## config.mk

```make
export PLATFORM = sky130hd
export DESIGN_NAME = regs_writeback
export DESIGN_NICKNAME = d
export VERILOG_FILES = /design/src/rtl/regs_pkg.sv /design/src/rtl/regs_wb_fifo.sv /design/src/rtl/regs_writeback.sv
export SDC_FILE = /design/constraint.sdc
export NUM_CORES = 1
export LEC_CHECK = 0
export ABC_CLOCK_PERIOD_IN_PS = 2900
export CAP_MARGIN = 25
export CORE_ASPECT_RATIO = 0.5
export CORE_MARGIN = 4
export CORE_UTILIZATION = 63
export DETAILED_ROUTE_END_ITERATION = 6
export DONT_BUFFER_PORTS = 1
export PLACE_DENSITY = 0.81
export SYNTH_ARGS = -nofsm -noshare
export SYNTH_HDL_FRONTEND = slang
export SYNTH_HIERARCHICAL = 1
export SYNTH_SLANG_ARGS = --single-unit
```

## constraint.sdc

```tcl
create_clock -name clk -period 2.9 [get_ports clk]
set_input_delay 0.725 -clock clk [delete_from_list [all_inputs] [get_ports clk]]
set_output_delay 0.725 -clock clk [all_outputs]
set_load 0.1 [all_outputs]
```

## src/rtl/regs_pkg.sv

```systemverilog
// regs_pkg: bank control encodings and request-op helpers shared by the writeback sequencer.
package regs_pkg;
   localparam logic [2:0] CTRL_FULL = 3'b000;
   localparam logic [2:0] CTRL_LOW  = 3'b001;
   localparam logic [2:0] CTRL_HIGH = 3'b010;
   localparam logic [2:0] CTRL_PC   = 3'b011;
   localparam logic [2:0] CTRL_NOP  = 3'b111;
   localparam logic [2:0] OP_SPLIT  = 3'b100;
   localparam logic [3:0] PC_REG    = 4'hF;
   localparam int ENTRY_W = 39;

   function automatic logic op_writes(input logic [2:0] op);
      return op <= OP_SPLIT;
   endfunction

   function automatic logic [3:0] op_target(input logic [2:0] op, input logic [3:0] r);
      return (op == CTRL_PC) ? PC_REG : r;
   endfunction
endpackage

```

## src/rtl/regs_wb_fifo.sv

```systemverilog
// regs_wb_fifo: request FIFO of {op, reg, data} entries with an occupancy vector for hazard lookup.
module regs_wb_fifo
   import regs_pkg::*;
#(
   parameter int DEPTH = 4,
   parameter int AW    = 2
) (
   input  logic                              clk,
   input  logic                              rst,
   input  logic                              i_push,
   input  logic                              i_pop,
   input  logic [ENTRY_W-1:0]                i_din,
   output logic [ENTRY_W-1:0]                o_dout,
   output logic [AW:0]                       o_count,
   output logic [DEPTH-1:0][ENTRY_W-1:0]     o_entries,
   output logic [DEPTH-1:0]                  o_valid
);
   logic [DEPTH-1:0][ENTRY_W-1:0] r_mem;
   logic [AW-1:0]                 r_wr;
   logic [AW-1:0]                 r_rd;
   logic [AW:0]                   r_count;

   always_ff @(posedge clk) begin
      if (rst) begin
         r_wr    <= '0;
         r_rd    <= '0;
         r_count <= '0;
      end else begin
         if (i_push) r_wr <= r_wr + 1'b1;
         if (i_pop) r_rd <= r_rd + 1'b1;
         r_count <= r_count + (AW+1)'(i_push) - (AW+1)'(i_pop);
      end
   end

   always_ff @(posedge clk)
      if (i_push) r_mem[r_wr] <= i_din;

   // an entry is live when its distance from the read pointer is below the count
   always_comb begin
      o_valid = '0;
      for (int i = 0; i < DEPTH; i++)
         o_valid[i] = {1'b0, AW'(i) - r_rd} < r_count;
   end

   assign o_dout    = r_mem[r_rd];
   assign o_count   = r_count;
   assign o_entries = r_mem;
endmodule

```

## src/rtl/regs_writeback.sv

```systemverilog
// regs_writeback: buffers register write requests and drains them as one bank write beat per cycle,
// splitting 32-bit immediates into low/high beats and flagging pending-write hazards.
module regs_writeback
   import regs_pkg::*;
#(
   parameter int DEPTH = 4,
   parameter int AW    = 2
) (
   input  logic        clk,
   input  logic        rst,
   input  logic        req_valid,
   output logic        req_ready,
   input  logic [2:0]  req_op,
   input  logic [3:0]  req_reg,
   input  logic [31:0] req_data,
   output logic [3:0]  wb_reg,
   output logic [31:0] wb_data,
   output logic [2:0]  wb_control,
   input  logic [3:0]  chk_reg,
   output logic        chk_busy,
   output logic        idle
);
   logic [ENTRY_W-1:0]            w_head;
   logic [AW:0]                   w_count;
   logic [DEPTH-1:0][ENTRY_W-1:0] w_entries;
   logic [DEPTH-1:0]              w_valid;
   logic                          w_push;
   logic                          w_pop;
   logic                          w_busy;
   logic [2:0]                    w_op;
   logic [3:0]                    w_reg;
   logic [31:0]                   w_data;
   logic                          r_split;
   logic [3:0]                    r_split_reg;
   logic [15:0]                   r_split_hi;

   assign req_ready = (w_count < (AW+1)'(DEPTH)) && !rst;
   assign w_push    = req_valid && req_ready;
   assign w_pop     = !r_split && (w_count != '0);
   assign {w_op, w_reg, w_data} = w_head;

   regs_wb_fifo #(.DEPTH(DEPTH), .AW(AW)) u_fifo (
      .clk       (clk),
      .rst       (rst),
      .i_push    (w_push),
      .i_pop     (w_pop),
      .i_din     ({req_op, req_reg, req_data}),
      .o_dout    (w_head),
      .o_count   (w_count),
      .o_entries (w_entries),
      .o_valid   (w_valid)
   );

   // beat selection: pending high half first, then FIFO head, else a no-write beat
   always_ff @(posedge clk) begin
      if (rst) begin
         r_split     <= 1'b0;
         r_split_reg <= '0;
         r_split_hi  <= '0;
         wb_control  <= CTRL_NOP;
         wb_reg      <= '0;
         wb_data     <= '0;
      end else if (r_split) begin
         r_split    <= 1'b0;
         wb_control <= CTRL_HIGH;
         wb_reg     <= r_split_reg;
         wb_data    <= {16'h0, r_split_hi};
      end else if (w_pop) begin
         if (w_op == OP_SPLIT) begin
            r_split     <= 1'b1;
            r_split_reg <= w_reg;
            r_split_hi  <= w_data[31:16];
            wb_control  <= CTRL_LOW;
            wb_reg      <= w_reg;
            wb_data     <= {16'h0, w_data[15:0]};
         end else if (op_writes(w_op)) begin
            wb_control <= w_op;
            wb_reg     <= op_target(w_op, w_reg);
            wb_data    <= w_data;
         end else begin
            wb_control <= CTRL_NOP;
         end
      end else begin
         wb_control <= CTRL_NOP;
      end
   end

   always_comb begin
      w_busy = (r_split && (r_split_reg == chk_reg)) ||
               ((wb_control != CTRL_NOP) && (wb_reg == chk_reg));
      for (int i = 0; i < DEPTH; i++)
         if (w_valid[i] && op_writes(w_entries[i][38:36]) &&
             (op_target(w_entries[i][38:36], w_entries[i][35:32]) == chk_reg))
            w_busy = 1'b1;
   end

   assign chk_busy = w_busy;
   assign idle     = (w_count == '0) && !r_split && (wb_control == CTRL_NOP);
endmodule

```

==> reports/results.txt, run 1 <==
Layout cells sized above 1 = 20.1%
GRT Total Usage = 24.8%
Post-synth top flop = edfxtp_1
Later-pin clock latency in the skew report = 0.49 ns
Commonest non-fill, non-tap cell in the layout = edfxtp_1
Pwr Density = 1090 nW/um2
Total power = 11.2 mW
Per-cell routed wire length = 22.8 um
Hold WS = 0.295 ns
Fin crit period = 2.98 ns
Ys Warns = 6
Top cell type by total area after synthesis = edfxtp_1
Cts hold-fix bufs = 0
Avg Inst Size Synth = 14.4 um2
Router iterations before antenna repair = 7
Final setup margin = -0.0830 ns
Initial Util = 65.6%
Synth Area in Compound Gates = 5.96%
Largest register FFs = 156
Syn Std Cell Area = 9090 um2
CTS tree = yes
Global route total overflow = 0
Top cells by area, synth = edfxtp_1 52%, dfxtp_1 15%, mux4_2 8.9%, nand2_1 4.1%, a21oi_1 3.4%
Post-DP Area = 9550 um2
First-pass GRT wire length = 31,000 um
Synth Net Count = 689
Setup violators final = 1
Crit Path Category = flop to output pin
Remaining DRCs = 0
Max-slew violations = 0
Filler Cells Inserted = 837
Number of synthesized register bits = 223
Hold path start = rst
Die area = 16,500 um2
Row cnt = 30
Vias in the first global route = 5,574
Gpl congestion = 0.834
Starting DRT DRC Count = 393
Netlist cell types = 48
Largest net degree at the start of global routing = 53
Peak supply drop = 0.611 mV
CP required = 2.17 ns
Adder-cell share of the synthesized area = 1.60%
Largest family of logic cells by synthesized area = multiplexers
Via-to-Cell Ratio = 6.24
Die width = 178 um
Final Cell Area = 10,200 um2
Clk_skew = 0.0108 ns
Failing checks = negative setup slack
Clock slew at reported path FFs = 0.06 ns
DPL Wire Length = 12,900 um
Yosys top cell area share = 51.5%
N_diodes = 0
Simple-gate portion of the synthesized area = 8.89%
Clk root buf = clkbuf_16
Post-synthesis mux area share = 12.3%
Worst slew margin = 33.8%
CTS HTree Levels = 1
Chip Height = 93.0 um
Slew @ Worst Pin = 0.992 ns
CP Capture Type = output pin
Max Cap Violations = 0
Post-Route Utilization = 73.6%
Core Box Area = 13,900 um2
Via count = 5,449
Layout Nets = 725
Worst reg2reg path startpoint = u_fifo/r_rd[1]$_SDFFE_PP0P_
Commonest non-fill, non-tap cells in the layout = 156 x edfxtp_1, 100 x nand2_1, 64 x dfxtp_1
IO Count = 88
Post-synthesis xor/xnor area fraction = 1.83%
Worst path arrival time = 2.26 ns
Area grow syn2layout = 12.1%
Post-route ant nets = 0
Fmax = 335 MHz
LEAKAGE = 3.43 nW
Port bufs = 0
Pre-CTS WS = 0.335 ns
TritonCTS Buffers = 19
Setup crit start kind = flop
Post-synth EDFFs = 156
Status = finished, violations left
Hold Crit Class = input port to flop
Initial antenna violation count = 0
Clock buffer depth = 3
Final hold viol count = 0
Syn Inst Count = 632
Critical path fanouts, max = 4
CTS sink count = 223
Share of flip-flops with an asynchronous set or reset = 0%
Critical Path Source = u_fifo/o_count[1]$_SDFF_PP0_
Sum of routed wire length over all layers = 19,900 um
RSZ-0062 raised after global routing = true
Register area share after synthesis = 66.3%
Fin crit share = 103%
==> worst paths after layout <==
path / endpoint / slack (ns) / cells past startpoint
setup reg to reg: wb_data[17]$_SDFFE_PP0P_ / 0.33 / 8
hold / removal: u_fifo/o_count[1]$_SDFF_PP0_ / 0.30 / 1
setup / recovery: chk_busy / -0.08 / 9
hold reg to reg: r_split_hi[15]$_SDFFE_PP0P_ / 0.47 / 2
==> routing by layer <==
| metal | track usage [%] | share of wire (%) |
|---|---|---|
| met1 | 33.5 | 39 |
| met3 | 7.06 | 11 |
| met5 | 0 | 0 |
| met4 | 6.37 | 2.3 |
| met2 | 40.3 | 48 |
==> power breakdown <==
part | internal [mW] | switching (mW) | total (mW)
Combinational | 1.49 | 2.86 | 4.35
Clock | 1.30 | 1.06 | 2.36
Sequential | 3.81 | 0.630 | 4.44
Total | 6.60 | 4.56 | 11.2
==> final cells by class <==
class / count / area [um2] / share of cell area (%)
clock inverters: 5 / 31.3 / 0.307
well taps: 192 / 240 / 2.36
inverters: 13 / 52.6 / 0.516
repair buffers: 48 / 435 / 4.27
clock buffers: 29 / 543 / 5.33
flip-flops and latches: 223 / 6040 / 59.2
multi-input cells: 363 / 2850 / 28.0
==> synthesized netlist by cell type (10+ instances only) <==
library cell / count
edfxtp_1: 156
mux4_2: 36
buf_2: 15
inv_1: 11
xnor2_1: 12
mux2_1: 14
ha_1: 10
nand3_1: 24
a21oi_1: 62
nor2_1: 16
dfxtp_1: 67
nand2_1: 100
clkbuf_1: 10
==> logic make-up (layout without fill, tap and decap cells) <==
logic type / count (synthesis) / after routing
adder cells (fa/ha/maj): 11 / 11
XOR/XNOR: 19 / 19
flip-flops: 223 / 223
multiplexers: 60 / 60
AND/OR/NAND/NOR: 178 / 178
buffers and inverters: 46 / 95
AO/OA/AOI/OAI: 95 / 95
==> repair_timing <==
action / CTS / global route
endpoints found under the setup margin: 1 / 1
pin swaps: 5 / 4
setup buffers: 1 / 2
resized for setup: 5 / 5
==> critical path, stage by stage, from the launching register on <==
cell        delay (ns)
dfxtp_4           0.35
clkinvlp_4        0.13
ha_1              0.36
a21oi_1           0.12
or2_2             0.11
o211ai_1          0.07
a21oi_1           0.19
nand3_1           0.10
nand4_1           0.15
buf_12            0.19
==> per-stage QoR <==
| stage | std cells | TNS [ns] |
|---|---|---|
| after floorplan | 632 | -19.33 |
| after detailed placement | 836 | 0 |
| after global routing | 873 | -0.226 |
| final | 873 | -0.0830 |
| after global placement | 836 | 0 |
| after CTS | 871 | -0.0874 |
(Power assumes the default switching activity.)
==> run 2: changes to the inputs <==
CTS_CLUSTER_DIAMETER = 30   (was default)
==> run 2 against run 1 <==
Against the previous run:
- the run still ends with negative setup slack left
- register-to-register slack about the same
- wire length up 7.0%
- sequential cell count unchanged
- critical path type unchanged
==> reports/results.txt, run 2 (synthesis results as in run 1) <==
Status = finished, violations left
Failing checks = negative setup slack
Worst reg2reg path startpoint = u_fifo/r_rd[1]$_SDFFE_PP0P_
GRT Total Usage = 26.5% (+1.7 points)
Global route total overflow = 0 (unchanged)
Initial Util = 65.6% (unchanged)
Largest net degree at the start of global routing = 53 (unchanged)
Commonest non-fill, non-tap cell in the layout = edfxtp_1
Critical Path Source = u_fifo/o_count[1]$_SDFF_PP0_
Clock slew at reported path FFs = 0.06 ns (about the same)
Net switching power = 4.97 mW (+9.1%)
Post-DP Area = 9550 um2 (unchanged)
Critical path fanouts, max = 4 (unchanged)
Sequential group share of total power = 36.3% (-3.5 points)
Hold Crit Class = input port to flop
Hold WS = 0.272 ns (-0.0229 ns)
CP required = 2.17 ns (about the same)
Worst path arrival time = 2.28 ns (+0.02 ns)
Router iterations before antenna repair = 6 (-1)
Per-cell routed wire length = 24.0 um (+5.3%)
DPL Wire Length = 12,900 um (unchanged)
Final hold viol count = 0 (unchanged)
Setup crit start kind = flop
CTS HTree Levels = 1 (unchanged)
Fmax = 332 MHz (-0.85%)
Fin crit period = 3.01 ns (+0.0256 ns)
Remaining DRCs = 0 (unchanged)
Pint = 7.30 mW (+11%)
Clock buffer depth = 3 (unchanged)
Chip Height = 93.0 um (unchanged)
Via-to-Cell Ratio = 6.32 (+1.3%)
Max-slew violations = 0 (unchanged)
Fin crit share = 104% (+0.88 points)
Commonest non-fill, non-tap cells in the layout = 156 x edfxtp_1, 100 x nand2_1, 64 x dfxtp_1
Vias in the first global route = 5,894 (+5.7%)
Initial antenna violation count = 0 (unchanged)
First-pass GRT wire length = 33,200 um (+7.0%)
Gpl congestion = 0.834 (unchanged)
TritonCTS Buffers = 26 (+7)
Worst slew margin = 32.1% (-1.7 points)
Reg2reg setup slack = 0.32 ns (about the same)
Max Cap Violations = 0 (unchanged)
LEAKAGE = 3.59 nW (+4.5%)
Port bufs = 0 (unchanged)
Die width = 178 um (unchanged)
Reg-to-reg endpoint = wb_data[17]$_SDFFE_PP0P_
IO Count = 88 (unchanged)
Final setup margin = -0.109 ns (-0.0256 ns)
Worst Setup EP = chk_busy
CTS sink count = 223 (unchanged)
Power share of the clock group = 27.7% (+6.5 points)
Filler Cells Inserted = 771 (-7.9%)
Die area = 16,500 um2 (unchanged)
CTS tree = yes
Clk_skew = 0.0123 ns (+0.00153 ns)
Row cnt = 30 (unchanged)
Post-route ant nets = 0 (unchanged)
Area grow syn2layout = 15.8%
Via count = 5,609 (+2.9%)
Pwr Density = 1170 nW/um2 (+6.4%)
Core Box Area = 13,900 um2 (unchanged)
RSZ-0062 raised after global routing = true
Comb pwr share = 36.0% (-3.0 points)
Switching share of power = 40.5% (-0.35 points)
Starting DRT DRC Count = 499 (+27%)
N_diodes = 0 (unchanged)
Layout cells sized above 1 = 22.7% (+2.6 points)
Cts hold-fix bufs = 0 (unchanged)
Later-pin clock latency in the skew report = 0.53 ns (+0.04 ns)
Worst r2r path cells = 8 (unchanged)
Slew @ Worst Pin = 1.02 ns (+0.0250 ns)
Final Cell Area = 10,500 um2 (+3.4%)
Clk root buf = clkbuf_16
Sum of routed wire length over all layers = 21,300 um (+7.0%)
Peak supply drop = 0.631 mV (+3.2%)
Post-Route Utilization = 76.0% (+2.5 points)
Largest register FFs = 156 (unchanged)
Layout Nets = 732 (+0.97%)
Setup violators final = 1 (unchanged)
CP Capture Type = output pin
Crit Path Category = flop to output pin
-- run 2: cell type report --
| type | instances | area (um2) | share of cell area, % |
|---|---|---|---|
| flip-flops and latches | 223 | 6030 | 57.3 |
| multi-input cells | 363 | 2850 | 27.0 |
| clock buffers | 27 | 664 | 6.31 |
| repair buffers | 48 | 435 | 4.13 |
| clock inverters | 21 | 260 | 2.47 |
| well taps | 192 | 240 | 2.28 |
| inverters | 13 | 52.6 | 0.499 |
-- run 2: critical path: stages (launching register included) --
cell and delay [ns]:
dfxtp_4 0.35, clkinvlp_4 0.13, ha_1 0.31, a21oi_1 0.05, or2_4 0.23, o221ai_2 0.06, a211oi_2 0.05, a211oi_1 0.20
nand4_1 0.17, buf_12 0.21
-- run 2: metrics by stage --
| step | setup TNS (ns) | power [mW] | setup WS, ns | std cells |
|---|---|---|---|---|
| final | -0.109 | 12.3 | -0.109 | 887 |
| after global routing | -0.262 | 12.8 | -0.262 | 887 |
| after CTS | -0.118 | 12.2 | -0.118 | 885 |
| after detailed placement | 0 | 8.74 | 0.335 | 836 |
| after global placement | 0 | 8.66 | 0.363 | 836 |
| after floorplan | -19.33 | 7.89 | -0.314 | 632 |
-- run 2: worst min path at each step --
stage	slack, ns	cells past startpoint	start	end
6_report	0.27	1	rst	u_fifo/o_count[2]$_SDFF_PP0_
3_3_place_gp	0.44	2	r_split_hi[13]$_SDFFE_PP0P_	r_split_hi[13]$_SDFFE_PP0P_
2_1_floorplan	0.43	2	r_split_hi[10]$_SDFFE_PP0P_	wb_data[10]$_SDFFE_PP0P_
4_1_cts	0.26	1	rst	u_fifo/r_rd[0]$_SDFFE_PP0P_
5_1_grt	0.25	1	rst	u_fifo/r_rd[0]$_SDFFE_PP0P_
3_5_place_dp	0.45	2	r_split_hi[4]$_SDFFE_PP0P_	r_split_hi[4]$_SDFFE_PP0P_
-- run 2: power groups by stage --
stage | Clock (mW) | Combinational, mW | Sequential (mW)
after floorplan | 0 | 2.30 | 5.59
after global placement | 0 | 4.17 | 4.48
after detailed placement | 0 | 4.23 | 4.51
after CTS | 3.43 | 4.33 | 4.45
after global routing | 3.59 | 4.68 | 4.48
final | 3.40 | 4.42 | 4.45
-- run 2: repair_timing --
item | 4_1_cts | 5_1_grt
resized for setup | 4 | 4
setup buffers | 1 | 2
endpoints found under the setup margin | 1 | 1
gates cloned | 0 | 0
pin swaps | 4 | 5
-- run 2: per-layer routing --
metal	wire length [um]	global-route usage [%]	share of wire, %
met5	0	0	0
met4	473	7.14	2.2
met3	2120	7.34	10
met2	10400	43.7	49
met1	8350	35.0	39
